$ cat config.mk
export PLATFORM = sky130hd
export DESIGN_NAME = mem_access_unit
export DESIGN_NICKNAME = d
export VERILOG_FILES = /design/src/rtl/mem_access_unit.sv
export SDC_FILE = /design/constraint.sdc
export NUM_CORES = 1
export LEC_CHECK = 0
export BUFFER_PORTS_ARGS = -buffer_cell sky130_fd_sc_hd__buf_2
export CORE_AREA = 2 2 109 111
export CTS_CLUSTER_SIZE = 20
export DETAILED_ROUTE_END_ITERATION = 8
export DIE_AREA = 0 0 111 113
export PLACE_DENSITY_LB_ADDON = 0.3
export RECOVER_POWER = 100
export SYNTH_ARGS = -nofsm -noshare
export SYNTH_HDL_FRONTEND = slang
export SYNTH_SLANG_ARGS = --single-unit
$ cat constraint.sdc
create_clock -name clock_i -period 3.5 [get_ports clock_i]
set_input_delay 0.525 -clock clock_i [delete_from_list [all_inputs] [get_ports clock_i]]
set_output_delay 0.525 -clock clock_i [all_outputs]
set_load 0.05 [all_outputs]
$ cat src/rtl/mem_access_unit.sv
// Memory stage: runs one req/ack data-bus transaction per accepted load/store,
// stalls upstream while waiting, and returns aligned, extended load data.
module mem_access_unit #(
  parameter int XLEN           = 32,
  parameter int TIMEOUT_CYCLES = 64
) (
  input  logic            clock_i,
  input  logic            nreset_i,
  input  logic            bubble_i,
  input  logic            flush_i,
  input  logic [XLEN-1:0] mem_addr_i,
  input  logic            mem_cmd_i,
  input  logic [XLEN-1:0] mem_data_i,
  input  logic [1:0]      mem_size_i,
  input  logic            mem_unsigned_i,
  input  logic [4:0]      rd_i,
  output logic            stall_o,
  output logic            dbus_req_o,
  output logic            dbus_we_o,
  output logic [XLEN-1:0] dbus_addr_o,
  output logic [XLEN-1:0] dbus_wdata_o,
  output logic [3:0]      dbus_be_o,
  input  logic            dbus_ack_i,
  input  logic [XLEN-1:0] dbus_rdata_i,
  output logic            wb_valid_o,
  output logic [4:0]      wb_rd_o,
  output logic [XLEN-1:0] wb_data_o,
  output logic            misalign_o,
  output logic            bus_err_o
);

  typedef enum logic {IDLE, BUSY} state_t;

  localparam int CNT_W = (TIMEOUT_CYCLES > 1) ? $clog2(TIMEOUT_CYCLES) : 1;
  localparam logic [CNT_W-1:0] LIMIT = (TIMEOUT_CYCLES > 0) ? CNT_W'(TIMEOUT_CYCLES - 1) : '0;
  localparam bit TO_EN = (TIMEOUT_CYCLES != 0);

  function automatic logic is_misaligned(input logic [1:0] size, input logic [1:0] lo);
    logic r;
    case (size)
      2'd0:    r = 1'b0;
      2'd1:    r = lo[0];
      2'd2:    r = (lo != 2'd0);
      default: r = 1'b1;
    endcase
    return r;
  endfunction

  function automatic logic [3:0] byte_enable(input logic [1:0] size, input logic [1:0] lo);
    logic [3:0] r;
    case (size)
      2'd0:    r = 4'b0001 << lo;
      2'd1:    r = 4'b0011 << lo;
      default: r = 4'b1111;
    endcase
    return r;
  endfunction

  // Picks the addressed byte/halfword out of the bus word and extends it.
  function automatic logic signed [XLEN-1:0] extend_load(input logic [XLEN-1:0] rdata,
                                                         input logic [1:0] lane,
                                                         input logic [1:0] size,
                                                         input logic uns);
    logic [7:0]              b;
    logic [15:0]             h;
    logic                    fill;
    logic signed [XLEN-1:0]  r;
    case (lane)
      2'd0:    b = rdata[7:0];
      2'd1:    b = rdata[15:8];
      2'd2:    b = rdata[23:16];
      default: b = rdata[31:24];
    endcase
    h    = lane[1] ? rdata[31:16] : rdata[15:0];
    fill = 1'b0;
    case (size)
      2'd0: begin
        fill = b[7] & ~uns;
        r    = {{(XLEN-8){fill}}, b};
      end
      2'd1: begin
        fill = h[15] & ~uns;
        r    = {{(XLEN-16){fill}}, h};
      end
      default: r = rdata;
    endcase
    return r;
  endfunction

  state_t            state, state_nxt;
  logic [CNT_W-1:0]  to_cnt;
  logic              flush_p1;
  logic [1:0]        lane_p1;
  logic [1:0]        size_p1;
  logic              uns_p1;
  logic [4:0]        rd_p1;

  logic              accept;
  logic              misaligned;
  logic              start;
  logic              ack_busy;
  logic              timeout_hit;
  logic              wb_fire;

  assign accept      = (state == IDLE) && !bubble_i && !flush_i;
  assign misaligned  = is_misaligned(mem_size_i, mem_addr_i[1:0]);
  assign start       = accept && !misaligned;
  assign ack_busy    = (state == BUSY) && dbus_ack_i;
  assign timeout_hit = TO_EN && (state == BUSY) && !dbus_ack_i && (to_cnt == LIMIT);
  // A flush seen in the ack cycle itself must also cancel the writeback.
  assign wb_fire     = ack_busy && !dbus_we_o && !flush_p1 && !flush_i;

  always_ff @(posedge clock_i or negedge nreset_i) begin
    if (!nreset_i) state <= IDLE;
    else           state <= state_nxt;
  end

  always_comb begin
    state_nxt  = state;
    stall_o    = 1'b0;
    dbus_req_o = 1'b0;
    case (state)
      IDLE: begin
        if (start) state_nxt = BUSY;
      end
      BUSY: begin
        dbus_req_o = 1'b1;
        stall_o    = !dbus_ack_i;
        if (ack_busy || timeout_hit) state_nxt = IDLE;
      end
      default: state_nxt = IDLE;
    endcase
  end

  // Stage p1: bus request registers and transaction bookkeeping
  always_ff @(posedge clock_i or negedge nreset_i) begin
    if (!nreset_i) begin
      dbus_we_o    <= 1'b0;
      dbus_addr_o  <= '0;
      dbus_wdata_o <= '0;
      dbus_be_o    <= 4'b0000;
      to_cnt       <= '0;
      flush_p1     <= 1'b0;
    end else begin
      if (start) begin
        dbus_we_o    <= mem_cmd_i;
        dbus_addr_o  <= {mem_addr_i[XLEN-1:2], 2'b00};
        dbus_wdata_o <= mem_data_i;
        dbus_be_o    <= byte_enable(mem_size_i, mem_addr_i[1:0]);
        to_cnt       <= '0;
        flush_p1     <= 1'b0;
      end else if (state == BUSY) begin
        if (!dbus_ack_i && !timeout_hit) to_cnt <= to_cnt + 1'b1;
        if (flush_i) flush_p1 <= 1'b1;
      end
    end
  end

  always_ff @(posedge clock_i) begin
    if (start) begin
      lane_p1 <= mem_addr_i[1:0];
      size_p1 <= mem_size_i;
      uns_p1  <= mem_unsigned_i;
      rd_p1   <= rd_i;
    end
  end

  // Stage p2: writeback and status pulses
  always_ff @(posedge clock_i or negedge nreset_i) begin
    if (!nreset_i) begin
      wb_valid_o <= 1'b0;
      wb_rd_o    <= 5'd0;
      wb_data_o  <= '0;
      misalign_o <= 1'b0;
      bus_err_o  <= 1'b0;
    end else begin
      wb_valid_o <= wb_fire;
      misalign_o <= accept && misaligned;
      bus_err_o  <= timeout_hit;
      if (wb_fire) begin
        wb_rd_o   <= rd_p1;
        wb_data_o <= extend_load(dbus_rdata_i, lane_p1, size_p1, uns_p1);
      end
    end
  end

endmodule
; ---- Word level (Yosys, flattened, before mapping)
; Cells that the tools add are included.
[op_classes]
add_sub_neg = 1
eq_ne = 6
shifts = 2
mux = 17
n_bitwise = 4
reduce_logical = 28
[ops]
columns = operator, n
row1 = $pmux W32 S2, 1
row2 = $pmux W8 S3, 1
row3 = $mux W6, 3
row4 = $mux W16, 1
row5 = $logic_and A1 B1 Y1, 11
row6 = $mux W8, 1
row7 = $pmux W4 S2, 1
row8 = $reduce_bool A2 Y1, 4
row9 = $logic_not A1 Y1, 7
row10 = $mux W1, 7
row11 = $add A6 B1 Y6 const B, 1
row12 = $eq A2 B1 Y1 const B, 3
row13 = $eq A6 B6 Y1 const B, 1
row14 = $logic_not A2 Y1, 3
row15 = $eq A2 B2 Y1 const B, 2
row16 = $reduce_and A2 Y1, 2
row17 = $shl A1 B2 Y4 const A, 1
row18 = $shl A2 B2 Y4 const A, 1
row19 = $pmux W1 S3, 1
row20 = $and A1 B1 Y1, 2
row21 = $not A1 Y1, 2
row22 = $pmux W1 S2, 1
row23 = $logic_or A1 B1 Y1, 1
[totals]
regBits = 125
input_bits = 110
output_inout_bits = 111
elab_cells = 74

; ---- Logic depth before layout (Yosys ltp)
[logic_depth]
word_depth = 8
ltp_mapped = 6
mapped_depth_nobuf = 4

; ---- Worst setup path after synthesis
; OpenSTA, ideal clock, no wires.
[synth_timing]
path_kind = reg2reg
start = reg state
end = reg to_cnt[4]
setup_ps = 126
arrival_time_ps = 1694
required_ps = 3374
setup_slack_ps = 1680
path_stages_with_launch = 6
n_path_buf = 1
period_less_slack_ps = 1820
path_cell_list = dfrtp_1 nand2b_1 inv_1 buf_2 nand2_1 o311a_1
[synth_via]
elab_chain_cells = 6
word_cells_on_any_way = 12
cone_classes = mux (1) / bitwise (1) / reduce/logical (10)
[synth_lines]
columns = element, line_no
row1 = from (decl), 90  ; state_t state, state_nxt;
row2 = from (signal assigned), 115  ; else state <= state_nxt;
row3 = $logic_and A1 B1 Y1 or $not A1 Y1 (tied branches), -
row4 = "$logic_and A1 B1 Y1, on equally long branches", "109, 105"
row5 = $logic_not A1 Y1 or $logic_and A1 B1 Y1 (tied branches), "153, 105"
row6 = "$logic_and A1 B1 Y1, on equally long branches", "153, 107"
row7 = $reduce_bool A2 Y1 (no line), -
row8 = $reduce_and A2 Y1 (no line), -
row9 = to (signal assigned), 153  ; if (!dbus_ack_i && !timeout_hit) to_cnt <= to_cnt + 1'b1;
row10 = to (decl), 91  ; logic [CNT_W-1:0] to_cnt;
; Parallel ways exist; a longest one is shown, timed or not.
; A chain may end at the register's enable or synchronous reset.

; ---- Final worst setup path
[layout_timing]
start = reg state
end = reg dbus_addr_o[25]
[layout_via]
elab_chain_cells = 4
[layout_lines]
columns = element, line_no
row1 = $not A1 Y1, -
row2 = $logic_and A1 B1 Y1 (2 in series), 105  ; assign accept = (state == IDLE) && !bubble_i && !flush_i;
row3 = $logic_and A1 B1 Y1, 107  ; assign start = accept && !misaligned;
row4 = to (signal assigned), 147  ; dbus_addr_o <= {mem_addr_i[XLEN-1:2], 2'b00};
row5 = to (decl), 20  ; output logic [XLEN-1:0] dbus_addr_o,
; No other way between the ends.

==> reports/results.tsv <==
metric	value	unit
status	completed	
LEAKAGE	3.083	nW
layout cell share with drive strength beyond 1	0.2427	
post-route ant nets	0	
total chip power	6.334	mW
largest net degree at the start of global routing	116	
total number of vias	4558	
synthesized cell area	5919	µm²
cts bufs inserted	17	
Async SR Flop Fraction	0.9200	
YS warnings	0	
P&R area growth vs syn	20.36	%
hold buffers post-CTS	0	
GR Overflow Total	0	
worst vdd ir	0.0006043	V
Hold Fails Final Rpt	0	
Max Clock Freq	387.3	MHz
Boundary Pins	221	
DRT Wirelength	14.65	mm
vias per std cell	5.705	
CTS Buffer Depth	2	
crit end category	register	
core area	11270	µm²
htree depth	4	
Die Area	12540	µm²
vias in the first global route	4526	
num rows	39	
first-pass GRT wire length	23.25	mm
setup violators final	0	
Mapped Cells	437	
Worst EP required	3.79	ns
number of synthesized flops with an enable pin	10	
mean area per synthesized cell	13.55	µm²
CTS tree	done	
Yosys cell types	59	
commonest non-fill, non-tap cells in the layout	dfrtp_1 (115), clkbuf_1 (115), buf_2 (104)	
crit path cell chain	nor3_1 > o21ai_0 > inv_8 > mux2_1	
Post-CTS Setup Bufs	0	
nets	753	
worst stage delay on the critical path	0.55	ns
CP delay by family, top	simple AND/OR/NAND/NOR gates	
RSZ-0062 raised after global routing	false	
Worst Path Buf+Inv	1	
Worst-Skew Late Latency	0.42	ns
Crit Path Max Fanout	80	
pre-CTS setup slack	1.144	ns
number of port buffers	218	
worst rel slew slack	0.2350	
predominant post-synthesis flop cell	dfrtp_1	
WL/cell	18.34	µm
register area share after synthesis	0.5369	
Worst Tran Pin Value	1.148	ns
HPWL Detailed	10.29	mm
crit path launch type	register	
maxcap violations	0	
Final TNS setup	0	ns
violation count after the first detailed-route iteration	349	
Die Y	113	µm
post-CTS sizing	0	
Worst EP arrival	2.87	ns
Final Skew	0.004842	ns
DRC	0	
TritonRoute pass-1 iters	7	
CTS clk-pin slew, worst paths	0.05	ns
initial core utilization	0.5251	
fin crit period	2.582	ns
initial antenna violation count	1	
slowest CP cell	nor3_1	
Setup WS post-layout	0.9179	ns
Max Slew Vio Count	0	
number of synthesized register bits	125	
GP Congestion	0.8890	
Core Util, Final	0.6320	
WS Path Type	reg2reg	
worst min path class	in2async	
Die Wd	111	µm
Power Density	889.1	nW/µm²
root buffer cell	clkbuf_16	
Tot GR Track Use	0.2373	
Tcrit/Tclk final	0.7377	
clk sinks	125	
## synthesized netlist by cell type (5+ instances only)
library cell,count,share of area
mux2_4,62,0.16
dfrtp_1,115,0.49
o21ai_0,7,0.0059
clkbuf_1,10,0.0063
a41oi_1,8,0.012
a21oi_1,30,0.025
o32ai_1,7,0.010
and3b_1,8,0.012
a21o_1,5,0.0063
edfxtp_1,10,0.051
nand2_1,13,0.0082
o31ai_1,8,0.010
buf_2,10,0.0085
buf_12,6,0.020
mux2_2,17,0.032
nor2_1,6,0.0038
a31oi_1,23,0.024
a211oi_1,25,0.032
## where the power goes
part	internal, mW	leakage [nW]	switching, mW
clock network	1.07	0.287	0.634
registers	1.89	1.48	0.256
logic	0.484	1.31	2.00
total	3.45	3.08	2.89
## worst paths after layout
| check | cells past startpoint | slack (ns) | to | from |
|---|---|---|---|---|
| max in group asynchronous | 2 | 2.81 | dbus_wdata_o[31] | nreset_i |
| max reg2reg | 4 | 0.92 | dbus_addr_o[25] | state |
| max | 4 | 0.92 | dbus_addr_o[25] | state |
| min | 2 | 0.24 | dbus_addr_o[4] | nreset_i |
| min in group clock_i | 1 | 0.28 | rd_p1[4] | rd_i[4] |
| min reg2reg | 1 | 0.48 | wb_rd_o[0] | rd_p1[0] |
## per-layer routing
metal / GRT usage / routed length [µm] / up-vias
met4: 0.1017 / 346 / 0
met2: 0.3890 / 7338 / 200
met5: 0 / 0 / -
met3: 0.06856 / 1083 / 31
li1: - / - / 2078
met1: 0.2970 / 5881 / 2249
## state kept, by name, summed over array words and instances, names as in the netlist, 2 cells and up
name          cells
dbus_wdata_o     32
size_p1           2
rd_p1             5
wb_data_o        32
to_cnt            6
dbus_be_o         4
dbus_addr_o      30
lane_p1           2
wb_rd_o           5
## cells by family after synthesis
family | share of synthesized area
xor+xnor | 0.001480
mux | 0.1896
other cells | 0.0006335
compound gates | 0.1488
fa+ha+maj | 0.002113
flops | 0.5369
simple gates | 0.06997
buf+inv | 0.05052
## per-stage QoR
step                hold slack (ns)  instances  instance area, µm²
detailed placement           0.4774        766                6950
global placement             0.4579        766                6950
floorplan                    0.2294        438                5923
CTS                          0.2175        798                7531
finish                       0.2401        799                7124
global route                 0.2667        799                7124
## area by class of cell
class / count / area, µm²
clock inverters: 10 / 85.08
clock buffers: 22 / 495.5
flip-flops and latches: 125 / 3178
inverters: 3 / 18.77
fillers: 1010 / 4148
repair buffers: 221 / 983.4
diodes: 1 / 2.502
multi-input cells: 274 / 2182
well taps: 143 / 178.9
Note: power is estimated with default switching activity, not from simulation.
